[src/rtl/pipe_stage_reg.sv]
// pipe_stage_reg: valid/ready pipeline register, optional two-entry skid buffer, flush and NOP bubbles
module pipe_stage_reg #(
  parameter int CTRL_W = 6,
  parameter int DATA_W = 101,
  parameter bit SKID   = 1'b1
) (
  input  logic              clk,
  input  logic              rst,
  input  logic              in_valid,
  output logic              in_ready,
  input  logic [CTRL_W-1:0] in_ctrl,
  input  logic [DATA_W-1:0] in_data,
  input  logic              flush,
  output logic              out_valid,
  input  logic              out_ready,
  output logic [CTRL_W-1:0] out_ctrl,
  output logic [DATA_W-1:0] out_data,
  output logic [1:0]        occupancy
);
  logic              main_valid, skid_valid, acc, main_free;
  logic [CTRL_W-1:0] main_ctrl, skid_ctrl;
  logic [DATA_W-1:0] main_data, skid_data;
  assign in_ready  = SKID ? (rst | ~skid_valid) : (~main_valid | out_ready);
  assign acc       = in_valid & in_ready;
  assign main_free = ~main_valid | out_ready;
  assign out_valid = main_valid;
  assign out_ctrl  = main_valid ? main_ctrl : '0;
  assign out_data  = main_data;
  assign occupancy = {main_valid & skid_valid, main_valid ^ skid_valid};
  always_ff @(posedge clk) begin
    if (rst) begin
      main_valid <= 1'b0;
      skid_valid <= 1'b0;
      main_ctrl  <= '0;
      main_data  <= '0;
      skid_ctrl  <= '0;
      skid_data  <= '0;
    end else if (flush) begin
      main_valid <= 1'b0;
      skid_valid <= 1'b0;
    end else begin
      if (main_free) begin
        main_valid <= skid_valid | acc;
        if (skid_valid) begin
          main_ctrl <= skid_ctrl;
          main_data <= skid_data;
        end else if (acc) begin
          main_ctrl <= in_ctrl;
          main_data <= in_data;
        end
      end
      // skid only fills while the head is held; it drains into main as soon as main frees
      skid_valid <= SKID && !main_free && (skid_valid || acc);
      if (SKID && !main_free && acc) begin
        skid_ctrl <= in_ctrl;
        skid_data <= in_data;
      end
    end
  end
endmodule

[config.mk]
export PLATFORM = sky130hd
export DESIGN_NAME = pipe_stage_reg
export DESIGN_NICKNAME = d
export VERILOG_FILES = /design/src/rtl/pipe_stage_reg.sv
export SDC_FILE = /design/constraint.sdc
export NUM_CORES = 1
export LEC_CHECK = 0
export CAP_MARGIN = 0
export CORE_MARGIN = 3
export CORE_UTILIZATION = 47
export CTS_BUF_LIST = sky130_fd_sc_hd__clkbuf_8
export DETAILED_ROUTE_END_ITERATION = 8
export PLACE_DENSITY = 0.78
export SLEW_MARGIN = 20
export SYNTH_ARGS = -nofsm -noshare
export SYNTH_HDL_FRONTEND = slang
export SYNTH_SLANG_ARGS = --single-unit
[constraint.sdc]
create_clock -name clk -period 1.65 [get_ports clk]
set_input_delay 0.495 -clock clk [delete_from_list [all_inputs] [get_ports clk]]
set_output_delay 0.495 -clock clk [all_outputs]
set_load 0.1 [all_outputs]
# Yosys cells after proc, flatten, opt, wreduce, memory -nomap -nowiden
# Cells that the tools add are included.
# totals
reg_bits	216
in_bits	112
wordCells	28
# op_classes
mux	5
n_bitwise	9
reduce_logical	8
# ops
op	n
two-way mux 101 bit	2
two-way mux 6 bit	3
NOT 1 bit	3
OR 1 bit	3
AND reduction 3 bit	1
bitwise AND 1 bit	2
logical AND 1 bit	2
AND reduction 2 bit	1
nonzero test 2 bit	1
OR reduction 2 bit	1
logical NOT 1 bit	1
logical OR 1 bit	1
bitwise XOR 1 bit	1

# Depth between registers and ports, before layout
# Gate-level depths: netlist (run 1).
# logic_depth
ltp_word	5
ltp_mapped	7
depth_no_buf	3

# Worst setup path before layout (run 1)
# OpenSTA, ideal clock, no wires.
# synth_timing
path_kind	register -> output
start	register main_valid (netlist: out_valid)
end	output port occupancy[1]
arrival_ps	1944
path_slack_ps	-789
path_stages_with_launch	2
n_path_buf	0
path_cell_list	dfxtp_1 -> ha_1
# synth_between
elab_chain_cells	1
# synth_rtl
item	line	text
start, declared	20	logic main_valid, skid_valid, acc, main_free;
start signal, assigned	43	main_valid <= skid_valid | acc;
bitwise AND 1 bit	29	assign occupancy = {main_valid & skid_valid, main_valid ^ skid_valid};
end, declared	18	output logic [1:0] occupancy
# Every way passes these cells.

# Worst setup path after layout (run 1)
# layout_timing
start	register main_valid (netlist: out_valid)
end	output port out_ctrl[1]
# layout_between
elab_chain_cells	1
# layout_rtl
item	line	text
two-way mux 6 bit	27	assign out_ctrl = main_valid ? main_ctrl : '0;
end, declared	16	output logic [CTRL_W-1:0] out_ctrl,
# Every way passes these cells.

==> impl_metrics.tcl, run 1 <==
set metrics [dict create \
    status "finished, violations left" \
    violations "negative setup slack" \
    cts.htree.levels 2 \
    yosysUniqueCellTypes 17 \
    path_clk_slew_ps 60 \
    regArea_sq_mm 0.00436 \
    drc 0 \
    clock.fmax_mhz 543 \
    criticalPathCategory "flop to primary output" \
    arrival_ps 1350 \
    maxCapViolations 0 \
    fp.dieW_um 151 \
    grt_max_degree 89 \
    r2r_slack_ps -70 \
    insertion_delay_ps 530 \
    cp.required_ps 1150 \
    antenna_found_initial 0 \
    period_minus_slack_ps 1840 \
    synth_flop_cell "dfxtp_1" \
    die_area_sq_mm 0.0229 \
    grt_pass1_wl_mm 42.8 \
    worst_pin_slew_ps 449 \
    place.gp.congestion 0.766 \
    clock_path_buffers 3 \
    layout-drive-gt1-share 0.240 \
    multi_input_area_sq_mm 0.00518 \
    synth.most_common_cell "dfxtp_1" \
    die_h_um 151 \
    min_to "out_data[98]" \
    cts_buffers 37 \
    worstHoldPathCells 3 \
    ctsHoldBuffers 0 \
    end_kind "primary output" \
    netlist.area_leader.share 0.436 \
    num_vias 7928 \
    synthTopCellsByCount "216 x dfxtp_1, 215 x nand2b_1, 214 x mux2i_1" \
    io-pin-count 223 \
    diodes 0 \
    area_growth_pct 49.4 \
    rsz0062_at_grt "true" \
    root_buffer "clkbuf_8" \
    r2r-end "skid_data[87]" \
    place.port_buffers 222 \
    synth_area_leaders "dfxtp_1 44%, mux2i_1 22%, nand2b_1 14%" \
    track_usage 0.231 \
    r2r_cells 7 \
    critPathLaunchType "flop" \
    cts_tree "done" \
    finalMaxSlewViolations 0 \
    crit_path_max_fanout 4 \
    syn_inst 969 \
    fin_crit_sh 1.12 \
    core_sq_mm 0.0205 \
    dp_cells 1404 \
    yosysWarnings 0 \
    initialDrtViolationCount 402 \
    post-place-ws_ps -440 \
    finalClockSkew_ps 27.8 \
    setup_viol 91 \
    hold_class "input pin to flop" \
    synth_area_sq_mm 0.00992 \
    yosys_register_bits 216 \
    start_util 0.484 \
    fin_setup_tns_ps -4050 \
    p_per_area_mw_per_mm2 935 \
    via_per_inst 5.34 \
    grt_overflow 0 \
    async_flop_share 0 \
    yosysTopAreaCell "dfxtp_1" \
    final_nets 1301 \
    synth_seq_area_share 0.436 \
    first_global_vias 8220 \
    hold_viol_final 0 \
    cts_num_sinks 216 \
    r2r_start "out_valid" \
    first_pass_iters 4 \
    final_cell_count_no_fill 1484 \
    wirelength_mm 27.1 \
    antenna_left 0 \
    wl_per_cell_um 18.3 \
    avgSynthCellArea_sq_um 10.2 \
    whs_ps 444 \
    min_from "rst" \
    fill_cells 1445 \
    place_hpwl_mm 17.5 \
    vdd_ir_drop_max_mv 0.628 \
    synth_edf_count 0 \
    power.leakage_nw 5.12 \
    synth.net_count 1082 \
    timing.final.ws_setup_ps -190 \
    maxSlewHeadroom 0.700 \
    row_count 52 \
]
-- layout make-up --
| cell class | count | area share |
|---|---|---|
| Clock inverter | 16 | 0.00617 |
| Multi-Input combinational cell | 657 | 0.349 |
| Timing Repair Buffer | 276 | 0.282 |
| Sequential cell | 216 | 0.294 |
| Tap cell | 270 | 0.0228 |
| Clock buffer | 49 | 0.0455 |
-- routing by layer --
layer | GRT usage | vias up | part of all wire
met1 | 0.296 | 3825 | 0.43
met3 | 0.0787 | 31 | 0.083
met2 | 0.377 | 222 | 0.47
met4 | 0.0562 | 0 | 0.014
li1 | - | 3850 | -
met5 | 0 | - | 0
-- worst max-delay path, cell delays in order, from the launching register on --
cell and delay [ps]:
dfxtp_4 390, buf_6 140, and2_4 150, buf_12 170
-- power by group --
part           internal [W]  total, W  switching (W)
clock network       0.00280   0.00494        0.00214
registers           0.00543   0.00564       0.000216
logic               0.00132   0.00327        0.00195
total               0.00955    0.0139        0.00430
-- timing repair --
item / in CTS / in global routing
cloned: 0 / 5
pin swaps: 0 / 4
resized for setup: 10 / 34
setup buffers: 4 / 7
endpoints found under the setup margin: 20 / 34
-- logic make-up (layout without fill, tap and decap cells) --
family | Yosys count | after routing | share of synthesized area
flops | 216 | 216 | 0.436
compound gates | 216 | 216 | 0.152
simple gates | 226 | 226 | 0.144
fa+ha+maj | 1 | 1 | 0.00126
mux | 214 | 214 | 0.216
buf+inv | 96 | 341 | 0.0512
-- flip-flops by register name, indices dropped and copies added (netlist names) --
register and cells:
skid_ctrl 6, main_ctrl 6, out_data 101, skid_data 101, out_valid 1, skid_valid 1
-- worst max path at each step --
stage	startpoint	to	slack, ps
after global placement	out_ready	skid_data[100]	-410
after detailed placement	out_ready	skid_data[55]	-440
after global routing	out_valid	out_ctrl[1]	-240
after CTS	out_valid	occupancy[0]	-230
final	out_valid	out_ctrl[1]	-190
after floorplan	rst	skid_data[70]	-160
-- metrics by stage --
| step | utilization | cell area (sq um) | power (W) |
|---|---|---|---|
| floorplan | - | 9970 | 0.00763 |
| global placement | 0.670 | 13700 | 0.00894 |
| detailed placement | 0.670 | 13700 | 0.00898 |
| CTS | 0.709 | 14500 | 0.0139 |
| global route | 0.723 | 14800 | 0.0144 |
| finish | 0.723 | 14800 | 0.0139 |
-- placed cells by master (no fill, tap or decap), types with 3 or more instances in the layout --
cell	n
dfxtp_2	20
a211oi_1	70
clkbuf_8	50
dfxtp_1	194
buf_12	134
clkdlybuf4s50_1	110
clkbuf_16	5
a211oi_2	38
a21oi_1	107
inv_1	13
and2_4	7
buf_4	20
buf_6	3
mux2i_1	213
nand2b_1	214
(Power assumes the default switching activity.)
==> run 2: changes to the inputs <==
--- a/config.mk
+++ b/config.mk
@@ -11,6 +11,7 @@
 export CTS_BUF_LIST = sky130_fd_sc_hd__clkbuf_8
 export DETAILED_ROUTE_END_ITERATION = 8
 export PLACE_DENSITY = 0.78
+export REMOVE_ABC_BUFFERS = 1
 export SLEW_MARGIN = 20
 export SYNTH_ARGS = -nofsm -noshare
 export SYNTH_HDL_FRONTEND = slang
==> impl_metrics.tcl, run 2 (synthesis gave the netlist of run 1 again) <==
set metrics [dict create \
    status "finished, violations left" \
    violations "negative setup slack" \
    swShare 0.314 \
    drc 0 \
    maxSlewHeadroom 0.698 \
    grt_pass1_wl_mm 42.4 \
    r2r-end "out_data[21]" \
    crit_family "flip-flops" \
    via_per_inst 5.37 \
    insertion_delay_ps 520 \
    antenna_found_initial 1 \
    rsz0062_at_grt "true" \
    regArea_sq_mm 0.00437 \
    place.port_buffers 222 \
    power.leakage_nw 5.04 \
    slowest_stage "dfxtp_4" \
    final_cell_count_no_fill 1484 \
    final_core_util 0.711 \
    fin_crit_sh 1.16 \
    r2r_start "skid_valid" \
    fill_cells 1471 \
    first_pass_iters 5 \
    die_area_sq_mm 0.0229 \
    clock_path_buffers 3 \
    crit_path_start "out_valid" \
    criticalPathCategory "flop to primary output" \
    critPathLaunchType "flop" \
    dp_cells 1418 \
    num_vias 7969 \
    postPlaceCellArea_sq_mm 0.0138 \
    layout-drive-gt1-share 0.240 \
    first_global_vias 8245 \
    timing.final.ws_setup_ps -263 \
    end_kind "primary output" \
    start_util 0.484 \
    seq_power_share 0.419 \
    finalClockSkew_ps 14.3 \
    crit_path_end "occupancy[0]" \
    path_clk_slew_ps 50 \
    period_minus_slack_ps 1910 \
    setup_viol 10 \
    grt_overflow 0 \
    die_h_um 151 \
    p_comb_frac 0.242 \
    place_hpwl_mm 18.1 \
    maxCapViolations 0 \
    row_count 52 \
    track_usage 0.230 \
    cts.htree.levels 2 \
    vdd_ir_drop_max_mv 0.727 \
    layout_common_cells "214 x mux2i_1, 214 x nand2b_1, 185 x dfxtp_1" \
    wirelength_mm 26.5 \
    max_stage_delay_ps 350 \
    hold_class "flop to flop" \
    p_per_area_mw_per_mm2 925 \
    worst_pin_slew_ps 453 \
    antenna_left 0 \
    final_nets 1305 \
    clock.fmax_mhz 523 \
    place.gp.congestion 0.767 \
    worst-path-buf-inv 2 \
    crit_path_max_fanout 3 \
    cp.required_ps 1150 \
    cts_buffers 38 \
    cts_tree "done" \
    root_buffer "clkbuf_8" \
    switching_power_w 0.00423 \
    cts_num_sinks 216 \
    io-pin-count 223 \
    p_clk_frac 0.339 \
    core_sq_mm 0.0205 \
    wl_per_cell_um 17.8 \
    arrival_ps 1420 \
    r2r_cells 6 \
    path_cells "buf_6, ha_4, buf_12" \
    initialDrtViolationCount 275 \
    final_area_sq_mm 0.0146 \
    cp.depth 3 \
    finalMaxSlewViolations 0 \
    finalPower_w 0.0135 \
    r2r_slack_ps 90 \
    power.internal_w 0.00925 \
    grt_max_degree 87 \
    fp.dieW_um 151 \
    multi_input_area_sq_mm 0.00514 \
    hold_viol_final 0 \
    area_growth_pct 47.0 \
]
## run 2: cell types whose count changed in the layout (fill, tap and decap cells not counted), sizes merged
| cell | delta |
|---|---|
| clkinv | +2 |
| buf | +8 |
| bufinv | -1 |
| inv | -1 |
| diode | +1 |
| clkbuf | -8 |
| clkinvlp | -1 |
## run 2: power by group through the flow
stage / registers, W / logic, W / clock network, W
after floorplan: 0.00687 / 0.000646 / 0
after global placement: 0.00575 / 0.00321 / 0
after detailed placement: 0.00575 / 0.00325 / 0
after CTS: 0.00565 / 0.00327 / 0.00468
after global routing: 0.00567 / 0.00340 / 0.00494
final: 0.00565 / 0.00326 / 0.00457
## run 2: stage by stage
| step | TNS, ps | setup slack [ps] | hold slack [ps] |
|---|---|---|---|
| 2_1_floorplan | -1396460 | -7080 | 448 |
| 3_3_place_gp | -70440 | -382 | 456 |
| 3_5_place_dp | -74800 | -428 | 464 |
| 4_1_cts | -1960 | -295 | 476 |
| 5_1_grt | -2140 | -313 | 492 |
| 6_report | -1570 | -263 | 471 |
## run 2: cell type report
class / instances / area share
multi-input combinational: 657 / 0.352
sequential: 216 / 0.300
timing repair buffer: 279 / 0.277
clock buffer: 46 / 0.0434
tap: 270 / 0.0232
clock inverter: 15 / 0.00412
antenna: 1 / 0.000172
## run 2: metal layers
layer  global-route usage  vias up  share of wire
met3               0.0569       52          0.063
met2                0.386      223           0.49
li1                     -     3871              -
met4               0.0898        2          0.026
met1                0.284     3821           0.42
met5                    0        -        0.00026
## run 2: what timing repair did
item | in CTS | in global routing
gates resized for setup | 22 | 19
hold buffers | 0 | 0
buffers inserted | 4 | 1
setup endpoints to repair | 24 | 48
pin swaps | 0 | 1
## run 2: worst register-to-register path, cell delays in order, from the launching register on
cell and delay (ps):
dfxtp_4 410, buf_4 190, o21ba_4 210, buf_4 150
buf_12 180, a21oi_1 130, a211oi_2 210
## run 2: how the worst min path moves through the flow
stage | slack, ps | start | cells past startpoint | end
after floorplan | 450 | skid_ctrl[0] | 2 | skid_ctrl[0]
after global placement | 460 | skid_data[27] | 2 | skid_data[27]
after detailed placement | 460 | skid_data[82] | 2 | skid_data[82]
after CTS | 480 | skid_data[54] | 2 | skid_data[54]
after global routing | 490 | skid_data[2] | 2 | skid_data[2]
final | 470 | skid_data[51] | 2 | skid_data[51]
